`src/rtl/soc_bus_arbiter.sv`:
```
// soc_bus_arbiter: two-master round-robin arbiter in front of the shared RAM/IO slave.
// Latency: request in cycle T -> slave strobe at T+1; a zero-wait read has rdata/rbusy=0 at T+3.
// Backpressure: each master is held on mN_rbusy/mN_wbusy; a request while busy is dropped and flagged.
// Ports: clk, reset (async, active low); m0_*/m1_* master request and response;
//   s_* shared slave bus; grant_id = owning master while not IDLE;
//   proto_err = sticky flag, set by a request from a master that is still busy.
module soc_bus_arbiter #(
  parameter int ADDR_WIDTH = 32,
  parameter int DATA_WIDTH = 32
) (
  input  logic                    clk,
  input  logic                    reset,
  input  logic [ADDR_WIDTH-1:0]   m0_addr,
  input  logic [DATA_WIDTH-1:0]   m0_wdata,
  input  logic [DATA_WIDTH/8-1:0] m0_wmask,
  input  logic                    m0_rstrb,
  output logic [DATA_WIDTH-1:0]   m0_rdata,
  output logic                    m0_rbusy,
  output logic                    m0_wbusy,
  input  logic [ADDR_WIDTH-1:0]   m1_addr,
  input  logic [DATA_WIDTH-1:0]   m1_wdata,
  input  logic [DATA_WIDTH/8-1:0] m1_wmask,
  input  logic                    m1_rstrb,
  output logic [DATA_WIDTH-1:0]   m1_rdata,
  output logic                    m1_rbusy,
  output logic                    m1_wbusy,
  output logic [ADDR_WIDTH-1:0]   s_addr,
  output logic [DATA_WIDTH-1:0]   s_wdata,
  output logic [DATA_WIDTH/8-1:0] s_wmask,
  output logic                    s_rstrb,
  input  logic [DATA_WIDTH-1:0]   s_rdata,
  input  logic                    s_rbusy,
  input  logic                    s_wbusy,
  output logic                    grant_id,
  output logic                    proto_err
);

  localparam int MW = DATA_WIDTH / 8;

  typedef enum logic [1:0] {IDLE, ISSUE, RWAIT, WWAIT} state_t;

  typedef struct packed {
    logic [ADDR_WIDTH-1:0] addr;
    logic [DATA_WIDTH-1:0] wdata;
    logic [MW-1:0]         wmask;
    logic                  is_wr;
  } slot_t;

  state_t                state_q, state_d;
  slot_t                 req_slot [2];
  slot_t                 slot_q   [2];
  slot_t                 slot_d   [2];
  logic [1:0]            req, pend_q, pend_d, done_vec, in_use, accept;
  logic                  done, last_q, grant_d, iss_rd_q;
  logic [MW-1:0]         iss_mask_q;
  logic [1:0]            rbusy_q, wbusy_q;
  logic [DATA_WIDTH-1:0] rdata_q [2];

  // Incoming requests; a nonzero mask makes it a write, so a simultaneous rstrb is ignored.
  always_comb begin
    req_slot[0].addr  = m0_addr;
    req_slot[0].wdata = m0_wdata;
    req_slot[0].wmask = m0_wmask;
    req_slot[0].is_wr = |m0_wmask;
    req_slot[1].addr  = m1_addr;
    req_slot[1].wdata = m1_wdata;
    req_slot[1].wmask = m1_wmask;
    req_slot[1].is_wr = |m1_wmask;
    req[0] = m0_rstrb | (|m0_wmask);
    req[1] = m1_rstrb | (|m1_wmask);
  end

  // Slot bookkeeping. A slot completing this cycle counts as free, so its master
  // can issue its next request in the completion cycle without tripping proto_err.
  always_comb begin
    done = ((state_q == RWAIT) && !s_rbusy) || ((state_q == WWAIT) && !s_wbusy);
    done_vec = 2'b00;
    if (done) done_vec[grant_id] = 1'b1;
    in_use = pend_q & ~done_vec;
    accept = req & ~in_use;
    pend_d = accept | in_use;
    for (int n = 0; n < 2; n++) begin
      slot_d[n] = accept[n] ? req_slot[n] : slot_q[n];
    end
    // Round robin: with both pending, take the master not granted last.
    grant_d = pend_d[1] & (~pend_d[0] | ~last_q);
  end

  // IDLE looks at slots as they will be after this edge, so a request in
  // cycle T is already on the slave bus in T+1.
  always_comb begin
    state_d = state_q;
    case (state_q)
      IDLE:    if (|pend_d) state_d = ISSUE;
      ISSUE:   state_d = iss_rd_q ? RWAIT : WWAIT;
      RWAIT:   if (!s_rbusy) state_d = IDLE;
      WWAIT:   if (!s_wbusy) state_d = IDLE;
      default: state_d = IDLE;
    endcase
  end

  // Strobes decode from state so an asynchronous reset kills them immediately.
  assign s_rstrb  = (state_q == ISSUE) && iss_rd_q;
  assign s_wmask  = ((state_q == ISSUE) && !iss_rd_q) ? iss_mask_q : '0;
  assign m0_rbusy = rbusy_q[0];
  assign m0_wbusy = wbusy_q[0];
  assign m1_rbusy = rbusy_q[1];
  assign m1_wbusy = wbusy_q[1];
  assign m0_rdata = rdata_q[0];
  assign m1_rdata = rdata_q[1];

  always_ff @(posedge clk or negedge reset) begin
    if (!reset) begin
      state_q    <= IDLE;
      pend_q     <= '0;
      slot_q[0]  <= '0;
      slot_q[1]  <= '0;
      last_q     <= 1'b1;   // pretend m1 went last so m0 wins the first tie
      grant_id   <= 1'b0;
      s_addr     <= '0;
      s_wdata    <= '0;
      iss_mask_q <= '0;
      iss_rd_q   <= 1'b0;
      rbusy_q    <= '0;
      wbusy_q    <= '0;
      rdata_q[0] <= '0;
      rdata_q[1] <= '0;
      proto_err  <= 1'b0;
    end else begin
      state_q   <= state_d;
      pend_q    <= pend_d;
      slot_q[0] <= slot_d[0];
      slot_q[1] <= slot_d[1];
      proto_err <= proto_err | (|(req & in_use));

      // Bus fields are latched once at issue and held until back in IDLE.
      if ((state_q == IDLE) && (|pend_d)) begin
        grant_id   <= grant_d;
        s_addr     <= slot_d[grant_d].addr;
        s_wdata    <= slot_d[grant_d].wdata;
        iss_mask_q <= slot_d[grant_d].wmask;
        iss_rd_q   <= ~slot_d[grant_d].is_wr;
      end

      if (done) last_q <= grant_id;
      if ((state_q == RWAIT) && !s_rbusy) rdata_q[grant_id] <= s_rdata;

      // Completion clears first; a same-cycle new request then re-raises busy.
      for (int n = 0; n < 2; n++) begin
        if (done_vec[n]) begin
          rbusy_q[n] <= 1'b0;
          wbusy_q[n] <= 1'b0;
        end
        if (accept[n]) begin
          rbusy_q[n] <= ~req_slot[n].is_wr;
          wbusy_q[n] <= req_slot[n].is_wr;
        end
      end
    end
  end

endmodule

```
`config.mk`:
```
export PLATFORM = sky130hd
export DESIGN_NAME = soc_bus_arbiter
export DESIGN_NICKNAME = d
export VERILOG_FILES = /design/src/rtl/soc_bus_arbiter.sv
export SDC_FILE = /design/constraint.sdc
export NUM_CORES = 1
export LEC_CHECK = 0
export ABC_AREA = 1
export BUFFER_PORTS_ARGS = -buffer_cell sky130_fd_sc_hd__buf_2
export CAP_MARGIN = 20
export CORE_MARGIN = 2
export CORE_UTILIZATION = 45
export DETAILED_ROUTE_END_ITERATION = 8
export GPL_ROUTABILITY_DRIVEN = 0
export PLACE_DENSITY = 0.69
export SYNTH_ARGS = -nofsm -noshare
export SYNTH_HDL_FRONTEND = slang
export SYNTH_SLANG_ARGS = --single-unit
```
`constraint.sdc`:
```
create_clock -name clk -period 2.95 [get_ports clk]
set_input_delay 0.59 -clock clk [delete_from_list [all_inputs] [get_ports clk]]
set_output_delay 0.59 -clock clk [all_outputs]
set_load 0.01 [all_outputs]
```
==> summary.txt, run 1 <==
Clock network
  – CTS Hold Buffers Added: 0
  – Num CTS Buffers: 30
  – Root buffer cell: clkbuf_16
  – CTS H-Tree Depth: 1
  – Max Buffers Root-to-Sink: 3
  – Worst-path clk slew: about 0.060 ns
  – TritonCTS clock tree: done
  – Sink Count: 282
  – Cts repair resizes: 0
  – Clk Latency, worst-skew pair: 0.56 ns
  – Post-CTS Setup Bufs: 0

STA
  – Fin. Hold Viols: 4
  – RSZ-0062 raised after global routing: no
  – Hold slack: -0.01057 ns
  – Slew Limit Headroom: 42.72%
  – Fmax: between 400 and 500 MHz
  – Worst Skew: between 0.02 and 0.025 ns
  – Final period util: 80.16%
  – Fin worst setup slack: about 0.59 ns
  – Min Tclk post-route: between 2 and 2.5 ns
  – Measured slew at the worst slew-check pin: around 0.86 ns
  – Final Setup Violations: 0
  – Setup TNS: 0 ns
  – Final Max Tran Viols: 0

Drt
  – Routed WL: ~35,000 um
  – Vias per inst: roughly 4.7
  – Vias: around 11k
  – First-pass iteration count of the detailed router: 5
  – WL per Instance: 15.25 um
  – Number of remaining DRC errors: 0
  – Antenna-violating nets left: 0
  – Initial drt markers: between 700 and 800

Die
  – Initial Util: between 40 and 50%
  – DIE AREA: between 0.03 and 0.04 mm2
  – Die H: between 150 and 200 um
  – Die Wd: about 170 um
  – Rows: 62
  – Core Region: 0.02847 mm2
  – Num ports: approximately 310

Yosys
  – Most common library cells after synthesis: 627 x nand2_1, 321 x inv_1, 281 x dfrtp_1
  – Most used DFF post-synth: dfrtp_1
  – Synth area leader: dfrtp_1
  – Post-synthesis area per instance: between 7 and 8 um2
  – Synth warnings: 0
  – Unique masters post-synth: 24
  – Mapped Cells: between 1.5k and 2k
  – FF+latch count, synth: between 200 and 300
  – Synth Area in Simple Gates: a little under a third
  – Post-Synth Adder-Cell Area: 0%
  – Post-synth EDFFs: 0
  – Multiplexer area fraction after synthesis: 0%
  – Ys async rst share: 100.0%
  – Post-Synthesis Cell Area: approximately 0.013 mm2
  – Sequential area share after synthesis: between 50% and 60%
  – Most numerous cell in the Yosys netlist: nand2_1
  – Synth top area share: a little over half
  – Syn_nets: ~1.8k
  – Post-synthesis xor/xnor area fraction: 0%
  – Largest family of logic cells by synthesized area: simple AND/OR/NAND/NOR gates
  – Area contributors post-synth: dfrtp_1 54%, nand2_1 18%, inv_1 9.3%, nand3b_1 7.7%, nand3_1 3.2%
  – Synth Area in Compound Gates: 2.901%

Placed design
  – Port bufs: around 310
  – Worst slack at placement: about 0.38 ns
  – Detailed Place HPWL: ~24,000 um
  – Cells after DPL: 2,264
  – Placed inst area: about 0.015 mm2

Global route
  – Initial antenna violation count: 6
  – GR met2 Demand/Resource: about two fifths
  – Met3 global-route usage: under 10%
  – GRT Resource Usage Total: 23.77%
  – GRT busiest layer: met2
  – First-pass GRT wire length: approximately 58,000 um
  – Grt met1 use: 31.26%
  – Vias in the first global route: approximately 11k
  – Total gr overflow: 0
  – Largest net degree at the start of global routing: 71

Final layout
  – Final Cell Area: around 0.016 mm2
  – Layout Cells excl Fill: 2,326
  – Layout cells sized above 1: 21.05%
  – Fin util: between 50% and 60%
  – Fillers: roughly 2.7k
  – Nets: between 2k and 2.5k
  – Syn-to-layout area delta: 24.19%

Power and ir drop
  – Sequential power share: 36.4%
  – Sw frac: 39.97%
  – Pwr Total: roughly 18 mW
  – Cell Int Power: roughly 11 mW
  – Pwr dens: between 1000 and 1500 mW/mm2
  – Net Sw Power: 7.244 mW
  – Peak supply drop: about 0.73 mV
  – Comb pwr share: a little over two fifths
  – Cell leakage power: roughly 9.4 nW
  – Clock power frac: between 20% and 30%

Run
  – Maxcap violations: 0

Worst hold path
  – Hold Crit Class: in -> async

Setup path
  – Worst path required time: around 2.4 ns
  – Crit Path Max Fanout: 5
  – Crit. End Element: primary output
  – Worst EP arrival: roughly 1.8 ns
  – CP Launch Type: register
  – Critical path class: reg -> out

Outcome
  – Failing checks: hold timing
  – Outcome: finished, violations left
cell families after synthesis:
logic type,count (synthesis)
AND/OR/NAND/NOR,866
buffers and inverters,406
flip-flops,282
AO/OA/AOI/OAI,72
final timing paths:
check	startpoint	endpoint	slack, ns	cells after the start
min in group clk	s_rdata[27]	m1_rdata[27]	0.29	3
max reg2reg	state_q[0]	s_wdata[19]	0.65	11
max	state_q[1]	s_wmask[1]	0.59	4
max in group asynchronous	reset	slot_q[109]	2.09	2
min	reset	slot_q[100]	-0.01	1
min reg2reg	slot_q[69]	slot_q[69]	0.47	2
registers in the layout, summed over array words and instances (netlist names):
register	flops
slot_q	138
m0_rdata	32
m1_rdata	32
s_addr	32
s_wdata	32
iss_mask_q	4
pend_q	2
rbusy_q	2
state_q	2
wbusy_q	2
grant_id	1
iss_rd_q	1
last_q	1
proto_err	1
power by group through the flow:
stage	sequential, mW	clock, mW	combinational, mW
final	6.59	3.97	7.56
after global routing	6.78	4.24	8.68
after CTS	6.59	4.05	7.60
after detailed placement	6.62	0	7.56
after global placement	6.57	0	7.34
after floorplan	6.89	0	4.59
critical path: stages, from the launching register on:
cell     delay [ns]
dfrtp_1        0.43
inv_1          0.12
nand3_1        0.23
nor2_1         0.27
buf_2          0.18
area by class of cell:
type	instances	area, um2	area share, %
Tap cell	384	480.5	2.990
Inverter	324	1216	7.569
Multi-Input combinational cell	938	4304	26.79
Sequential cell	282	7058	43.93
Antenna cell	4	10.01	0.06230
Timing Repair Buffer	338	1944	12.10
Clock buffer	42	877.1	5.459
Clock inverter	14	177.7	1.106
routing by layer:
metal | wire length (um) | part of all wire [%]
met2 | 16600 | 47
met5 | 41 | 0.12
met1 | 15130 | 43
met4 | 1041 | 2.9
met3 | 2663 | 7.5
layout by cell type, fill, tap and decap left out, drive strengths merged, types with 3 or more instances in the layout:
| cell | n |
|---|---|
| nand3 | 84 |
| clkinvlp | 3 |
| nand3b | 132 |
| dfrtp | 281 |
| inv | 324 |
| diode | 4 |
| o21ai | 67 |
| bufinv | 4 |
| nand2 | 635 |
| buf | 338 |
| clkbuf | 42 |
| clkinv | 7 |
| nor2 | 12 |
Power figures use the tool's default switching activity.
==> run 2, diff against run 1 <==
==> constraint.sdc (replaced) <==
create_clock -name clk -period 2.3 [get_ports clk]
set_input_delay 0.46 -clock clk [delete_from_list [all_inputs] [get_ports clk]]
set_output_delay 0.46 -clock clk [all_outputs]
set_load 0.01 [all_outputs]
==> run 2 against run 1 <==
Effect of this change: clock power rose by 22%; worst hold slack improved by 0.19 ns; the flow now finishes without violations; total power up 27%; clock skew shrank 0.0077 ns; global-route usage is 0.76 points lower; wire length down 2.0%; register-to-register slack worse by 0.29 ns; largest power group unchanged; combinational power is 29% higher; sequential share of layout area barely moved.
==> summary.txt, run 2 (synthesis results as in run 1) <==
Placed design
  – Detailed Place HPWL: between 20,000 and 25,000 um
  – Cells after DPL: 2,273
  – Port bufs: ~310
  – Placed inst area: 0.01508 mm2

Die
  – Rows: 62
  – Initial Util: between 40% and 50%
  – Core Region: roughly 0.028 mm2
  – Num ports: ~310
  – DIE AREA: ~0.030 mm2
  – Die H: about 170 um
  – Die Wd: 173.6 um

Clock network
  – CTS Hold Buffers Added: 1
  – Num CTS Buffers: 30
  – Clk Latency, worst-skew pair: 0.54 ns
  – Cts repair resizes: 0
  – Post-CTS Setup Bufs: 0
  – Root buffer cell: clkbuf_16
  – CTS H-Tree Depth: 1
  – TritonCTS clock tree: done
  – Worst-path clk slew: about 0.060 ns
  – Max Buffers Root-to-Sink: 3
  – Sink Count: between 200 and 300

Outcome
  – Outcome: finished, final reports clean

STA
  – Fmax: 465.2 MHz
  – Hold slack: 0.1762 ns
  – Final period util: between 90 and 100%
  – Slew Limit Headroom: just under 60%
  – Final Max Tran Viols: 0
  – Worst Skew: about 0.013 ns
  – Measured slew at the worst slew-check pin: around 0.62 ns
  – Fin. Hold Viols: 0
  – Min Tclk post-route: 2.150 ns
  – RSZ-0062 raised after global routing: no
  – Setup TNS: 0 ns
  – Final Setup Violations: 0

Drt
  – First-pass iteration count of the detailed router: 5
  – Top layer in use: met5
  – Met2 wire length: around 16,000 um
  – Vias: around 11k
  – Routed met3 length: roughly 2600 um
  – Initial drt markers: 681
  – Antenna-violating nets left: 0
  – Metal-1 WL: around 15,000 um
  – Routed WL: 34,760 um
  – WL per Instance: 14.91 um
  – Number of remaining DRC errors: 0
  – Vias per inst: about 4.7

Global route
  – Total gr overflow: 0
  – Vias in the first global route: between 10k and 15k
  – First-pass GRT wire length: 56,230 um
  – GRT Resource Usage Total: 23.02%
  – Initial antenna violation count: 4
  – Largest net degree at the start of global routing: between 60 and 70

Setup path
  – Launch point of the worst reg-to-reg path: state_q[0]
  – Reg2reg end: s_addr[31]
  – Flop2flop setup slack: between 0.3 and 0.4 ns
  – Crit. End Element: primary output
  – R2R depth: 11
  – Crit Path Max Fanout: 5
  – Crit-path slowest cell: dfrtp_1
  – Worst EP arrival: roughly 1.7 ns
  – Worst path required time: about 1.8 ns
  – Largest stage delay on the critical path: around 0.43 ns
  – CP Launch Type: register
  – Critical path cell sequence: inv_1 > nand3_1 > nor2_1 > buf_2
  – Critical path class: reg -> out

Worst hold path
  – Hold EP: m1_rdata[16]
  – HP Start: s_rdata[16]
  – Hold path depth: 3
  – Hold Crit Class: in -> reg

Power and ir drop
  – Cell leakage power: between 9 and 10 nW
  – Peak supply drop: about 1.1 mV
  – Pwr dens: about 1400 mW/mm2

Final layout
  – Most frequent cells in the layout: 625 x nand2_1, 321 x inv_1, 311 x buf_2
  – Layout Cells excl Fill: between 2k and 2.5k
  – Nets: approximately 2.1k
  – Layout cells sized above 1: around a fifth
  – Final Cell Area: approximately 0.016 mm2
  – Max FFs per register: 138
  – Seq. cell area: 0.007058 mm2
  – Multi-input logic area: roughly 0.0043 mm2
  – Syn-to-layout area delta: 24.31%
  – Commonest non-fill, non-tap cell in the layout: nand2_1
  – Biggest register: slot_q
  – Fin util: 56.50%
  – Fillers: approximately 2.7k

Run
  – Maxcap violations: 0
run 2: changes by cell type in the layout (fill, tap and decap cells not counted), moves of 3 or more:
cell	change
clkbuf_1	+6
clkinv_2	-4
clkinvlp_4	-3
buf_12	+5
buf_4	+4
run 2: area by class of cell:
class	count	share of cell area [%]
Sequential cell	282	43.88
Multi-Input combinational cell	938	26.76
Timing Repair Buffer	346	12.62
Inverter	324	7.561
Clock buffer	49	5.679
Tap cell	384	2.987
Clock inverter	5	0.4667
Antenna cell	3	0.04667
run 2: worst max-delay path by stage:
stage / from / endpoint / cells past startpoint
floorplan: m1_wmask[2] / s_addr[10] / 9
detailed placement: m0_wmask[0] / iss_mask_q[0] / 12
global placement: m0_wmask[0] / s_addr[31] / 11
global route: state_q[1] / s_wmask[1] / 4
CTS: state_q[1] / s_wmask[1] / 4
finish: state_q[1] / s_wmask[2] / 4
run 2: critical path, delay by kind of cell, from the launching register on:
family	cells	cell delay [ns]
simple gates	2	0.45
flops	1	0.43
buf+inv	2	0.27
run 2: power by group:
group,switching (mW),internal [mW],total [mW]
clock,1.93,2.91,4.83
combinational,6.23,3.51,9.74
sequential,0.999,7.41,8.41
run 2: per-stage QoR:
| stage | power, mW | setup WS [ns] |
|---|---|---|
| after global routing | 24.99 | 0.06111 |
| after detailed placement | 18.25 | 0.1196 |
| after CTS | 23.21 | 0.1481 |
| after global placement | 17.94 | 0.08573 |
| final | 22.98 | 0.1502 |
| after floorplan | 14.72 | 0.5694 |
run 2: routing by layer:
layer | track usage (%) | vias to the layer above
met5 | 0 | -
met4 | 6.638 | 2
met3 | 5.768 | 54
met2 | 37.85 | 324
met1 | 30.33 | 5137
li1 | - | 5425
